**src/rtl/coproc_muldiv_pkg.sv**
```systemverilog
// coproc_pkg: shared opcodes, state encoding and command/result field positions
package coproc_pkg;
  localparam logic [1:0] OP_MUL = 2'b00;
  localparam logic [1:0] OP_DIV = 2'b01;
  typedef enum logic [1:0] {ST_IDLE, ST_RUN, ST_DONE} state_t;
  localparam logic [23:0] ERR_WORD = 24'h800000;
  localparam int OP_HI = 23;
  localparam int OP_LO = 22;
  localparam int A_HI = 21;
  localparam int A_LO = 11;
  localparam int B_HI = 10;
  localparam int B_LO = 0;
endpackage

```
**src/rtl/coproc_muldiv_if.sv**
```systemverilog
// coproc_muldiv_if: command/result handshake between bridge and muldiv engine
interface coproc_muldiv_if;
  logic mstart;
  logic [23:0] min;
  logic mrdy;
  logic [23:0] mout;
  logic busy;
  modport master(output mstart, min, input mrdy, mout, busy);
  modport slave(input mstart, min, output mrdy, mout, busy);
endinterface

```
**src/rtl/coproc_muldiv_step.sv**
```systemverilog
// muldiv_step: one shift-add multiply or restoring divide iteration
module muldiv_step #(
  parameter int W = 11,
  parameter int CW = 4
) (
  input  logic             div,
  input  logic [CW-1:0]    cnt,
  input  logic [W-1:0]     a,
  input  logic [W-1:0]     b,
  input  logic [2*W-1:0]   acc,
  input  logic [W-1:0]     rem,
  output logic [2*W-1:0]   acc_n,
  output logic [W-1:0]     rem_n
);
  logic [CW-1:0] idx;
  logic [W:0] trial;
  logic ge;
  // Multiply walks B from its LSB; divide brings in A from its MSB and shifts quotient bits into acc
  always_comb begin
    idx = CW'(W - 1) - cnt;
    trial = {rem, a[cnt]};
    ge = trial >= {1'b0, b};
    acc_n = div ? {acc[2*W-2:0], ge} : acc + (b[idx] ? {{W{1'b0}}, a} << idx : '0);
    rem_n = ge ? W'(trial - {1'b0, b}) : trial[W-1:0];
  end
endmodule

```
**src/rtl/coproc_muldiv.sv**
```systemverilog
// coproc_muldiv: iterative 11-bit unsigned multiply/divide engine behind the bus bridge
module coproc_muldiv
  import coproc_pkg::*;
#(
  parameter int W = 11
) (
  input logic clk,
  input logic rst,
  coproc_muldiv_if.slave bus
);
  localparam int CW = $clog2(W);
  state_t state, state_n;
  logic [CW-1:0] cnt, cnt_n;
  logic div, div_n, accept, err;
  logic [1:0] op;
  logic [W-1:0] a, a_n, b, b_n, rem, rem_n, srem, ia, ib;
  logic [2*W-1:0] acc, acc_n, sacc;
  logic [23:0] mout_n;
  muldiv_step #(.W(W), .CW(CW)) u_step (
    .div(div), .cnt(cnt), .a(a), .b(b), .acc(acc), .rem(rem), .acc_n(sacc), .rem_n(srem)
  );
  // State, datapath and output registers; outputs are derived from next-state so they come straight off flops
  always_ff @(posedge clk) begin
    if (rst) begin
      state <= ST_IDLE;
      cnt <= '0;
      div <= 1'b0;
      a <= '0;
      b <= '0;
      acc <= '0;
      rem <= '0;
      bus.mrdy <= 1'b0;
      bus.mout <= '0;
      bus.busy <= 1'b0;
    end else begin
      state <= state_n;
      cnt <= cnt_n;
      div <= div_n;
      a <= a_n;
      b <= b_n;
      acc <= acc_n;
      rem <= rem_n;
      bus.mrdy <= state_n == ST_DONE;
      bus.mout <= mout_n;
      bus.busy <= state_n != ST_IDLE;
    end
  end
  // Accept commands in IDLE or DONE, iterate in RUN, and capture the result on the last iteration
  always_comb begin
    op = bus.min[OP_HI:OP_LO];
    ia = bus.min[A_HI:A_LO];
    ib = bus.min[B_HI:B_LO];
    accept = bus.mstart && state != ST_RUN;
    err = op[1] || (op == OP_DIV && ib == '0);
    state_n = state == ST_DONE ? ST_IDLE : state;
    cnt_n = cnt;
    div_n = div;
    a_n = a;
    b_n = b;
    acc_n = acc;
    rem_n = rem;
    mout_n = bus.mout;
    if (accept && err) begin
      state_n = ST_DONE;
      mout_n = op[1] ? ERR_WORD : {2'b10, {W{1'b1}}, ia};
    end else if (accept) begin
      state_n = ST_RUN;
      cnt_n = CW'(W - 1);
      div_n = op[0];
      a_n = ia;
      b_n = ib;
      acc_n = '0;
      rem_n = '0;
    end else if (state == ST_RUN) begin
      acc_n = sacc;
      rem_n = srem;
      if (cnt == '0) begin
        state_n = ST_DONE;
        mout_n = div ? {2'b00, sacc[W-1:0], srem} : {2'b00, sacc};
      end else begin
        cnt_n = cnt - 1'b1;
      end
    end
  end
endmodule
```
**src/flat_wrapper.sv**
```systemverilog
// flat-port wrapper written by rule: the top's interface ports become plain ports
module coproc_muldiv_flat import coproc_pkg::*;
#(
  parameter int W = 11
)
  (clk, rst, bus_mstart, bus_min, bus_mrdy, bus_mout, bus_busy);
  coproc_muldiv_if bus_i ();
  input logic clk;
  input logic rst;
  input wire logic [$bits(bus_i.mstart)-1:0] bus_mstart;
  input wire logic [$bits(bus_i.min)-1:0] bus_min;
  output wire logic [$bits(bus_i.mrdy)-1:0] bus_mrdy;
  output wire logic [$bits(bus_i.mout)-1:0] bus_mout;
  output wire logic [$bits(bus_i.busy)-1:0] bus_busy;
  assign bus_i.mstart = bus_mstart;
  assign bus_i.min = bus_min;
  assign bus_mrdy = bus_i.mrdy;
  assign bus_mout = bus_i.mout;
  assign bus_busy = bus_i.busy;
  coproc_muldiv #(.W(W)) u_core (.clk(clk), .rst(rst), .bus(bus_i));
endmodule
```
**config.mk**
```make
export PLATFORM = sky130hd
export DESIGN_NAME = coproc_muldiv_flat
export DESIGN_NICKNAME = d
export VERILOG_FILES = /design/src/rtl/coproc_muldiv_pkg.sv /design/src/rtl/coproc_muldiv_if.sv /design/src/rtl/coproc_muldiv_step.sv /design/src/rtl/coproc_muldiv.sv /design/src/flat_wrapper.sv
export SDC_FILE = /design/constraint.sdc
export NUM_CORES = 1
export LEC_CHECK = 0
export CAP_MARGIN = 20
export CORE_ASPECT_RATIO = 0.9
export CORE_UTILIZATION = 60
export CTS_CLUSTER_DIAMETER = 60
export DETAILED_ROUTE_END_ITERATION = 16
export PLACE_DENSITY = 0.85
export SLEW_MARGIN = 25
export SYNTH_ARGS = -nofsm -noshare
export SYNTH_HDL_FRONTEND = slang
export SYNTH_SLANG_ARGS = --single-unit
export TNS_END_PERCENT = 20
```
**constraint.sdc**
```tcl
create_clock -name clk -period 9.3 [get_ports clk]
set_clock_uncertainty 0.05 [all_clocks]
set_input_delay 1.395 -clock clk [delete_from_list [all_inputs] [get_ports clk]]
set_output_delay 1.395 -clock clk [all_outputs]
set_load 0.02 [all_outputs]
```
=== After elaboration in Yosys (flattened, before gate mapping) ===
Index checks and enable logic that the tools add are counted.

* Logic and storage cells: 65
* Flip-flop bits (word level): 88

* Reductions and logical operators: 14
* Eq/ne operators: 7
* Magnitude comparators: 3
* Shift operators: 1
* Muxes and demuxes: 25
* Bitwise gates (word level): 1
* Add/subtract/negate cells: 4

{| class="wikitable"
|+ Operators with widths
! operator !! number
|-
| 22-bit 2-to-1 mux || 6
|-
| 24-bit 2-to-1 mux || 4
|-
| 11-bit 2-to-1 mux || 3
|-
| 22-bit adder || 1
|-
| 11-bit by 4-bit left shift with 22-bit output || 1
|-
| 12-bit by 11-bit >= comparator with 1-bit output || 1
|-
| 4-bit 2-to-1 mux || 3
|-
| 11-bit zero test || 1
|-
| 11-bit subtractor || 1
|-
| 4-bit by 5-bit < comparator with 1-bit output (second input constant) || 2
|-
| 2-bit 2-to-1 mux || 5
|-
| 1-bit binary-select mux with 4-bit select || 2
|-
| 2-bit nonzero test || 4
|-
| 3-bit AND reduction || 2
|-
| 2-bit by 1-bit == test with 1-bit output (second input constant) || 2
|-
| 2-bit == test (second input constant) || 2
|-
| 4-bit zero test || 1
|-
| 2-bit by 1-bit != test with 1-bit output (second input constant) || 2
|-
| 2-bit AND reduction || 2
|-
| 4-bit by 1-bit subtractor with 4-bit output (second input constant) || 1
|-
| 4-bit subtractor (first input constant) || 1
|-
| 1-bit logical AND || 3
|-
| 1-bit 2-to-1 mux || 2
|-
| 2-bit != test (second input constant) || 1
|-
| other kinds (2) || 2
|}

=== Depth between registers and ports, before layout ===
Gate-level depths: netlist of the first run.

* Depth in word-level cells: 11
* Mapped depth: 21
* Mapped depth without buffers: 17

=== Cells and area by module ===
From an unflattened synthesis of the first run, not the netlist that was laid out.

* Cell total of the unflattened synthesis: 867
* Area total of the unflattened synthesis: 6837.8 µm²

{| class="wikitable"
|+ By module, submodules not included
! module !! sequential area each (µm²) !! times used !! cells each !! area an instance (µm²)
|-
| coproc_muldiv || 1741.7 || 1 || 467 || 3983.8
|-
| muldiv_step || 0.0 || 1 || 400 || 2854.0
|}

=== Least setup slack after synthesis of the first run ===
OpenSTA, ideal clock, no wires.

* Path kind: register -> register
* Start point: reg u_core.cnt[0]
* End point: reg u_core.acc[18]
* Period minus slack after synthesis: 4348 ps
* Buffers on the path: 6
* Setup time: 134 ps
* Required time: 9116 ps
* Arrival: 4164 ps
* Cell stages (with the launch flop): 22
* Setup slack: 4952 ps
* Cells stage by stage: dfxtp_1 -> buf_2 -> buf_2 -> clkinv_1 -> ha_1 -> buf_2 -> buf_2 -> nand3_1 -> o21ai_0 -> nand3_1 -> and2_1 -> clkbuf_1 -> a211oi_1 -> ha_1 -> clkbuf_1 -> a21oi_1 -> o21a_1 -> o21ai_0 -> nor2b_1 -> or4_1 -> nand3_1 -> a211oi_1

* Cells in the longest elaborated chain, start to end: 8
* Elaborated cells between the ends (all ways): 9
* Those cells by class: add/sub (2); shift (1); mux (6)

{| class="wikitable"
|+ RTL lines
! what !! RTL line !! source
|-
| start: declaration || coproc_muldiv.sv:13 || <nowiki>logic [CW-1:0] cnt, cnt_n;</nowiki>
|-
| start signal: assignment || coproc_muldiv.sv:37 || <nowiki>cnt <= cnt_n;</nowiki>
|-
| 4-bit subtractor * || coproc_muldiv_step.sv:20 || <nowiki>idx = CW'(W - 1) - cnt;</nowiki>
|-
| 1-bit binary-select mux with 4-bit select || coproc_muldiv_step.sv:23 || <nowiki>acc_n = div ? {acc[2*W-2:0], ge} : acc + (b[idx] ? {{W{1'b0}}, a} << idx : '0);</nowiki>
|-
| 1-bit 2-to-1 mux (not written as such) || coproc_muldiv_step.sv:23 ||
|-
| 22-bit 2-to-1 mux * || coproc_muldiv_step.sv:23 ||
|-
| 22-bit adder * || coproc_muldiv_step.sv:23 ||
|-
| 22-bit 2-to-1 mux * || coproc_muldiv_step.sv:23 ||
|-
| 22-bit 2-to-1 mux * || coproc_muldiv.sv:74 || <nowiki>end else if (state == ST_RUN) begin</nowiki>
|-
| 22-bit 2-to-1 mux * || coproc_muldiv.sv:66 || <nowiki>end else if (accept) begin</nowiki>
|-
| end signal: assignment || coproc_muldiv.sv:41 || <nowiki>acc <= acc_n;</nowiki>
|-
| end: declaration || coproc_muldiv.sv:17 || <nowiki>logic [2*W-1:0] acc, acc_n, sacc;</nowiki>
|}

Every way passes the cells marked *; elsewhere a longest branch is shown, timed or not. The select of a mux whose other input is x is not followed.
A chain may end at the register's enable or synchronous reset.

=== Worst setup path in the final report of the first run ===
Ends and elaborated chain as after synthesis.

==> impl_metrics.tcl, run 1 <==
set metrics [dict create \
    status "finished, final reports clean" \
    fin_tns_setup_ns 0 \
    layout_commonest_cell "nand2_1" \
    n_fill_cell 851 \
    crit_required_ns 9.46 \
    syn_area_um2 6290 \
    die_y_um 99.1 \
    r2r-end "u_core.acc[18]" \
    dieArea_um2 10900 \
    htreeDepth 3 \
    start_util_pct 61.6 \
    rsz0062_at_grt "no" \
    cts.clk_slew.worst_paths_ns 0.08 \
    syn2layout_area_growth_pct 12.8 \
    p_per_area_nw_per_um2 154 \
    insertedDiodeCount 0 \
    cp_cell_sequence "clkinv_1 > ha_1 > mux2i_1 > o21ai_0 > nand3_1 > and2_1 > a211oi_1 > ha_1 > a21oi_1 > o21a_1 > o21ai_0 > nor2b_1 > or4_1 > nand3_1 > a211oi_1" \
    worst-setup-path-type "flip-flop to flip-flop" \
    root_buffer "clkbuf_16" \
    hold_viol_final 0 \
    critPathMaxFanout 29 \
    power_leakage_uw 0.00272 \
    ys_seq_area_share_pct 27.7 \
    post-route-drc-count 0 \
    dp_hpwl_um 15900 \
    synth_seq_cells 87 \
    fin_nets 898 \
    fmax_mhz 179 \
    synth.distinct_cells 80 \
    via_per_inst 6.95 \
    cp_num_buf_inv 1 \
    layout_common_cells "nand2_1, a21oi_1, dfxtp_1" \
    slowest_delay_ns 1.01 \
    multi_input_area_um2 4230 \
    syn_inst 817 \
    hold_class "flip-flop to flip-flop" \
    numCtsBuffers 9 \
    gr-total-overflow 0 \
    globalplace.congestion 0.997 \
    crit_family "compound AO/OA/AOI/OAI gates" \
    drv_slew 0 \
    whs_endpoint "u_core.bus.mout[23]" \
    reg2reg_setup_slack_ns 3.70 \
    synth_edf_count 0 \
    drtAntennaViolNets 0 \
    post_cts_resized 0 \
    placed_area_um2 6800 \
    post_cts_buffers 0 \
    clock_latency_ns 0.36 \
    fin_crit_ns 5.60 \
    timing.rr.start "u_core.cnt[0]" \
    irDropWorstVdd_uv 157 \
    antenna_found_initial 0 \
    period_share_pct 60.2 \
    syn_avg_cell_area_um2 7.70 \
    cp-start-kind "flip-flop" \
    cts_sinks 87 \
    clock_path_buffers 2 \
    holdPathStages 2 \
    worst_path_max_delay_cell "ha_1" \
    async_reset_ff_share_pct 0 \
    grt_max_degree 59 \
    syn-num-nets 880 \
    fin_util_pct 69.5 \
    drive_gt1_share_pct 8.33 \
    finalInstanceArea_um2 7090 \
    wl_per_cell_um 22.4 \
    ys_warn_count 0 \
    max_cap_viol_count 0 \
    vias 6736 \
    firstDrtPassIters 6 \
    min-delay-start "u_core.bus.mout[23]" \
    cp.depth 15 \
    wl_um 21700 \
    maxSlewHeadroom_pct 30.6 \
    crit_arrival_ns 5.77 \
    cp-end-kind "flip-flop" \
    coreArea_um2 10200 \
    row_count 35 \
    io-pin-count 53 \
    grt_first_pass_wirelength_um 33700 \
    regArea_um2 1740 \
    die_w_um 110 \
    finalSetupViolations 0 \
    portBuffers 51 \
    cts_tree "built" \
    grtUsageTotal_pct 41.2 \
    worst_slew_pin_slew_ns 1.04 \
    drt_iter0_drc 904 \
    synth_ff_type "dfxtp_1" \
    worst-r2r-cell-count 15 \
    cts_hold_buffers 0 \
    cp-startpoint "u_core.cnt[0]" \
    grt_pass1_vias 6119 \
]
## metal layers
metal  up-vias  part of all wire [%]  routed length (µm)  GRT usage, %
li1       3034                     -                   -             -
met1      3167                    41                9010          58.4
met2       461                    43                9320          61.5
met3        74                    13                2720          10.2
met4         0                   3.1                 670          12.4
met5         -                     0                   0             0
## power by group
| group | internal, µW | total, µW | switching, µW |
|---|---|---|---|
| sequential | 392 | 413 | 21.0 |
| combinational | 126 | 315 | 189 |
| clock | 186 | 361 | 175 |
| total | 705 | 1090 | 385 |
## logic make-up after synthesis
group | after synthesis | share of synthesized area (%)
AO/OA/AOI/OAI | 268 | 28.1
XOR/XNOR | 28 | 3.90
adder cells (fa/ha/maj) | 36 | 7.40
buffers and inverters | 77 | 5.15
flip-flops | 87 | 27.7
multiplexers | 33 | 6.59
other | 1 | 0.0596
AND/OR/NAND/NOR | 287 | 21.1
## cells in the mapped netlist, types with 7 or more instances
cell type	n	area share, %
nor2b_1	11	1.1
mux2_2	7	1.3
nand2_1	118	7.0
nor3_1	17	1.4
nand3_1	21	1.7
mux2i_1	20	3.2
nor2_1	68	4.1
clkbuf_1	41	2.4
a21o_1	14	1.7
a211oi_1	13	1.6
o211ai_1	9	1.1
xor2_1	13	1.8
o21ai_0	53	4.2
buf_2	7	0.56
a32oi_1	10	1.4
nand4_1	7	0.70
inv_1	22	1.3
ha_1	34	6.8
dfxtp_1	87	28
xnor2_1	15	2.1
a21oi_1	88	7.0
a31oi_1	19	1.9
## flip-flops by register name (all words and copies together) (netlist names)
name and flops:
u_core.state 2, u_core.div 1, u_core.rem 11, u_core.bus.mout 23
u_core.cnt 4, u_core.b 11, u_core.a 11, u_core.bus.busy 1
u_core.acc 22, u_core.bus.mrdy 1
## metrics by stage
stage	std cells	worst slack [ns]	power, µW	hold WS [ns]
floorplan	817	4.95	637	0.396
global placement	953	3.59	718	0.396
detailed placement	953	3.39	724	0.407
CTS	969	3.37	1080	0.417
global route	969	3.27	1120	0.439
finish	969	3.70	1090	0.411
## cell type report
type / instances / area share, %
Inverter: 23 / 1.22
Clock inverter: 7 / 0.935
Clock buffer: 9 / 3.17
Timing Repair Buffer: 61 / 8.18
Multi-Input combinational cell: 653 / 59.6
Tap cell: 129 / 2.28
Sequential cell: 87 / 24.6
## worst register-to-register path, stage by stage (launching register included)
cell and delay (ns):
dfxtp_2 0.70, clkinv_1 0.37, ha_1 1.01, mux2i_1 0.17, o21ai_0 0.19, nand3_1 0.22, and2_1 0.39, a211oi_1 0.38
ha_1 0.40, a21oi_1 0.43, o21a_1 0.21, o21ai_0 0.12, nor2b_1 0.18, or4_1 0.40, nand3_1 0.15, a211oi_1 0.09
## worst max path at each step
stage,to
after floorplan,u_core.acc[18]
after global placement,u_core.acc[20]
after detailed placement,u_core.acc[18]
after CTS,u_core.acc[18]
after global routing,u_core.acc[18]
final,u_core.acc[18]
No activity file was read; power rests on OpenSTA's default activity.
==> run 2: changes to the inputs <==
--- a/config.mk
+++ b/config.mk
@@ -7,10 +7,10 @@
 export LEC_CHECK = 0
 export CAP_MARGIN = 20
 export CORE_ASPECT_RATIO = 0.9
-export CORE_UTILIZATION = 60
+export CORE_UTILIZATION = 54
 export CTS_CLUSTER_DIAMETER = 60
 export DETAILED_ROUTE_END_ITERATION = 16
-export PLACE_DENSITY = 0.85
+export PLACE_DENSITY = 0.81
 export SLEW_MARGIN = 25
 export SYNTH_ARGS = -nofsm -noshare
 export SYNTH_HDL_FRONTEND = slang
==> constraint.sdc (replaced) <==
create_clock -name clk -period 4.8 [get_ports clk]
set_clock_uncertainty 0.05 [all_clocks]
set_input_delay 0.72 -clock clk [delete_from_list [all_inputs] [get_ports clk]]
set_output_delay 0.72 -clock clk [all_outputs]
set_load 0.02 [all_outputs]
==> impl_metrics.tcl, run 2 (synthesized netlist as in run 1, its figures left out) <==
set metrics [dict create \
    via_per_inst 6.60 \
    regArea_um2 1740 \
    io-pin-count 53 \
    firstDrtPassIters 6 \
    cts_sinks 87 \
    path_common_cell "nand2_1" \
    worst_path_max_delay_cell "or4b_2" \
    hold_class "flip-flop to flip-flop" \
    cts_tree "built" \
    finalSetupViolations 0 \
    dieArea_um2 12100 \
    portBuffers 51 \
    grt_max_degree 58 \
    multi_input_area_um2 4260 \
    max_cap_viol_count 0 \
    final.setup.worst_slack_ns 0.238 \
    irDropWorstVdd_uv 287 \
    cp.depth 16 \
    hold_ws_ns 0.439 \
    cp_cell_sequence "clkinv_1 > ha_2 > mux4_2 > nand2_1 > nand2_1 > nand2_1 > and2_1 > nor2_1 > ha_1 > inv_1 > o21bai_1 > a21oi_2 > a21oi_1 > o21ai_0 > or4b_2 > o211ai_1" \
    max_flop_register "u_core.bus.mout" \
    row_count 37 \
    cts_hold_buffers 0 \
    worst-r2r-cell-count 16 \
    wl_um 21200 \
    cp-end-kind "flip-flop" \
    fmax_mhz 219 \
    layout_common_cells "nand2_1, a21oi_1, dfxtp_1" \
    cp_num_buf_inv 2 \
    min-delay-start "u_core.rem[6]" \
    syn2layout_area_growth_pct 14.9 \
    layout_commonest_cell "nand2_1" \
    status "finished, final reports clean" \
    period_share_pct 95.0 \
    cts.clk_slew.worst_paths_ns 0.07 \
    crit_family "simple AND/OR/NAND/NOR gates" \
    drive_gt1_share_pct 8.89 \
    antenna_found_initial 0 \
    post_cts_buffers 0 \
    hold_viol_final 0 \
    globalplace.congestion 1.01 \
    insertedDiodeCount 0 \
    start_util_pct 55.2 \
    reg_top3 "u_core.bus.mout: 23 flops, u_core.acc: 22 flops" \
    crit_required_ns 5.02 \
    gr-total-overflow 0 \
    drt_iter0_drc 816 \
    fin_crit_ns 4.56 \
    htreeDepth 3 \
    maxSlewHeadroom_pct 26.2 \
    reg2reg_setup_slack_ns 0.24 \
    crit_arrival_ns 4.78 \
    worst_slew_pin_slew_ns 1.10 \
    timing.rr.start "u_core.cnt[0]" \
    clock_latency_ns 0.36 \
    holdPathStages 2 \
    drv_slew 0 \
    dp_hpwl_um 15700 \
    die_w_um 116 \
    grt_first_pass_wirelength_um 33800 \
    grt_pass1_vias 6228 \
    wl_per_cell_um 21.2 \
    vias 6601 \
    slowest_delay_ns 0.62 \
    largest_reg_flops 23 \
    drtAntennaViolNets 0 \
    worst-setup-path-type "flip-flop to flip-flop" \
    fin_tns_setup_ns 0 \
    p_per_area_nw_per_um2 303 \
    post-route-drc-count 0 \
    pre_cts_ws_ns 0.0603 \
    critPathMaxFanout 14 \
    cp-start-kind "flip-flop" \
    die_y_um 104 \
    coreArea_um2 11400 \
    numCtsBuffers 9 \
    clock_path_buffers 2 \
    rsz0062_at_grt "no" \
    power_leakage_uw 0.00277 \
    n_fill_cell 1046 \
    grtUsageTotal_pct 37.0 \
    fin_nets 903 \
    root_buffer "clkbuf_16" \
    cp-startpoint "u_core.cnt[0]" \
]
[run 2: cell types whose count changed in the layout (fill, tap and decap cells not counted), sizes merged]
cell / delta
clkinvlp: -1
clkbuf: +1
inv: -1
bufinv: +2
clkinv: -2
buf: +5
[run 2: tightest hold or removal path, delay by kind of cell, from the launching register on]
family,cells,cell delay [ns]
AO/OA/AOI/OAI,1,0.06
flip-flops,1,0.32
AND/OR/NAND/NOR,1,0.05
[run 2: layout make-up]
cell class / instances / area share, %
clock inverter: 5 / 1.13
timing repair buffer: 66 / 8.56
clock buffer: 10 / 3.31
inverter: 23 / 1.20
multi-input combinational: 653 / 59.0
tap: 156 / 2.70
sequential: 87 / 24.1
[run 2: what timing repair did]
action,4_1_cts,5_1_grt
setup endpoints to repair,0,12
gates resized for setup,0,5
hold endpoints to repair,0,0
[run 2: final timing paths]
path,end
min,u_core.rem[6]
max reg2reg,u_core.bus.mout[14]
min reg2reg,u_core.rem[6]
max,u_core.bus.mout[14]
[run 2: power by group]
part | leakage [µW] | switching, µW | total [µW] | internal (µW)
combinational | 0.00191 | 365 | 615 | 250
sequential | 0.000708 | 36.0 | 796 | 760
clock | 0.000155 | 307 | 776 | 468
[run 2: per-stage QoR]
| stage | total power [µW] | utilization (%) | std cells | instance area (µm²) |
|---|---|---|---|---|
| 6_report | 2190 | 63.4 | 1000 | 7220 |
| 5_1_grt | 2270 | 63.4 | 1000 | 7220 |
| 4_1_cts | 2170 | 63.1 | 1000 | 7190 |
| 3_5_place_dp | 1400 | 60.3 | 985 | 6870 |
| 3_3_place_gp | 1390 | 60.3 | 985 | 6870 |
| 2_1_floorplan | 1230 | - | 817 | 6290 |
[run 2: layer usage]
| metal | GRT usage (%) | share of wire, % | up-vias |
|---|---|---|---|
| li1 | - | - | 3028 |
| met2 | 53.3 | 43 | 379 |
| met4 | 12.4 | 2.7 | 0 |
| met3 | 12.9 | 12 | 50 |
| met1 | 50.7 | 42 | 3144 |
| met5 | 2.67 | 0 | - |
==> run 3: changes to the inputs <==
--- a/config.mk
+++ b/config.mk
@@ -6,9 +6,9 @@
 export NUM_CORES = 1
 export LEC_CHECK = 0
 export CAP_MARGIN = 20
-export CORE_ASPECT_RATIO = 0.9
+export CORE_MARGIN = 2
 export CORE_UTILIZATION = 54
-export CTS_CLUSTER_DIAMETER = 60
+export CTS_CLUSTER_DIAMETER = 40
 export DETAILED_ROUTE_END_ITERATION = 16
 export PLACE_DENSITY = 0.81
 export SLEW_MARGIN = 25
==> impl_metrics.tcl, run 3 (synthesized netlist as in run 1, its figures left out) <==
set metrics [dict create \
    status "finished, final reports clean" \
    cts_sinks 87 \
    reg_top3 "u_core.bus.mout: 23 flops, u_core.acc: 22 flops" \
    cts_tree "built" \
    die_y_um 112 \
    p_per_area_nw_per_um2 295 \
    rsz0062_at_grt "no" \
    holdPathStages 2 \
    firstDrtPassIters 5 \
    post-route-drc-count 0 \
    numCtsBuffers 9 \
    globalplace.congestion 0.949 \
    cts.clk_slew.worst_paths_ns 0.07 \
    power_uw 2110 \
    regArea_um2 1740 \
    post_cts_resized 0 \
    drive_gt1_share_pct 8.63 \
    htreeDepth 3 \
    max_cap_viol_count 0 \
    critPathMaxFanout 18 \
    grt_pass1_vias 6060 \
    drtAntennaViolNets 0 \
    root_buffer "clkbuf_16" \
    coreArea_um2 11400 \
    clock_latency_ns 0.35 \
    die_w_um 112 \
    hold_viol_final 0 \
    finalSetupViolations 0 \
    dp_hpwl_um 15500 \
    grt_first_pass_wirelength_um 32600 \
    worst-r2r-cell-count 15 \
    grtUsageTotal_pct 32.8 \
    timing.rr.start "u_core.cnt[0]" \
    drt_iter0_drc 820 \
    layout_common_cells "nand2_1, a21oi_1, dfxtp_1" \
    fin_crit_ns 4.39 \
    dieArea_um2 12500 \
    cp-startpoint "u_core.cnt[0]" \
    cp-start-kind "flip-flop" \
    fin_nets 904 \
    io-pin-count 53 \
    largest_reg_flops 23 \
    multi_input_area_um2 4230 \
    hold_class "flip-flop to flip-flop" \
    worst_slew_pin_slew_ns 0.851 \
    grt_max_degree 58 \
    crit_arrival_ns 4.61 \
    vias 6505 \
    clock_path_buffers 2 \
    row_count 39 \
    cp-end-kind "flip-flop" \
    gr-total-overflow 0 \
    worst-setup-path-type "flip-flop to flip-flop" \
    maxSlewHeadroom_pct 43.1 \
    syn2layout_area_growth_pct 13.8 \
    wl_per_cell_um 20.8 \
    max_flop_register "u_core.bus.mout" \
    cts_hold_buffers 0 \
    power_leakage_uw 0.00276 \
    reg2reg_setup_slack_ns 0.41 \
    insertedDiodeCount 0 \
    start_util_pct 55.3 \
    crit_end "u_core.bus.mout[14]" \
    period_share_pct 91.5 \
    wl_um 20500 \
    r2r-end "u_core.bus.mout[14]" \
    crit_required_ns 5.01 \
    fin_tns_setup_ns 0 \
    n_fill_cell 995 \
    fmax_mhz 228 \
    portBuffers 51 \
    layout_commonest_cell "nand2_1" \
    post_cts_buffers 0 \
    via_per_inst 6.58 \
    antenna_found_initial 0 \
    drv_slew 0 \
    irDropWorstVdd_uv 306 \
]
==> run 3: cell types whose count changed in the layout (fill, tap and decap cells not counted), moves of 2 or more <==
| cell | change |
|---|---|
| bufinv_16 | -2 |
| clkinv_4 | +2 |
| inv_8 | +4 |
| xnor2_1 | +2 |
==> run 3: routing by layer <==
metal | track usage [%] | routed length (µm) | up-vias
met3 | 6.70 | 2140 | 51
li1 | - | - | 3045
met4 | 11.7 | 702 | 0
met1 | 45.3 | 8610 | 3036
met2 | 51.2 | 9070 | 373
met5 | 0 | 0 | -
==> run 3: worst min path at each step <==
stage	from	endpoint	slack, ns
after floorplan	u_core.b[4]	u_core.b[4]	0.40
after global placement	u_core.bus.mout[23]	u_core.bus.mout[23]	0.40
after detailed placement	u_core.bus.mout[23]	u_core.bus.mout[23]	0.41
after CTS	u_core.bus.mout[23]	u_core.bus.mout[23]	0.42
after global routing	u_core.bus.mout[23]	u_core.bus.mout[23]	0.44
final	u_core.bus.mout[23]	u_core.bus.mout[23]	0.42
==> run 3: layout make-up <==
type	count	share of cell area, %
inverters	23	1.21
well taps	143	2.50
clock buffers	9	3.15
flip-flops and latches	87	24.3
multi-input cells	653	59.1
clock inverters	7	0.997
repair buffers	67	8.74
==> run 3: worst max-delay path: stages, from the launching register on <==
cell	delay, ns
dfxtp_1	0.33
clkinv_1	0.21
ha_1	0.43
buf_4	0.26
mux4_2	0.56
nand2_1	0.08
o21ai_0	0.09
nor2b_1	0.15
ha_1	0.35
a21oi_1	0.20
o21bai_1	0.10
a21oi_2	0.28
a21oi_1	0.15
o21ai_0	0.34
or4b_2	0.62
o211ai_1	0.11
==> run 3: metrics by stage <==
stage          instances  hold slack (ns)  instance area (µm²)  setup slack [ns]  utilization, %
5_1_grt              989            0.443                 7160            0.0845            62.9
2_1_floorplan        817            0.396                 6290             0.452               -
6_report             989            0.422                 7160             0.406            62.9
3_3_place_gp         973            0.396                 6860             0.589            60.3
3_5_place_dp         973            0.411                 6860             0.530            60.3
4_1_cts              989            0.423                 7160             0.480            62.9
==> run 3: power by group <==
| part | switching [µW] | internal, µW |
|---|---|---|
| registers | 39.4 | 760 |
| logic | 355 | 250 |
| clock network | 337 | 370 |
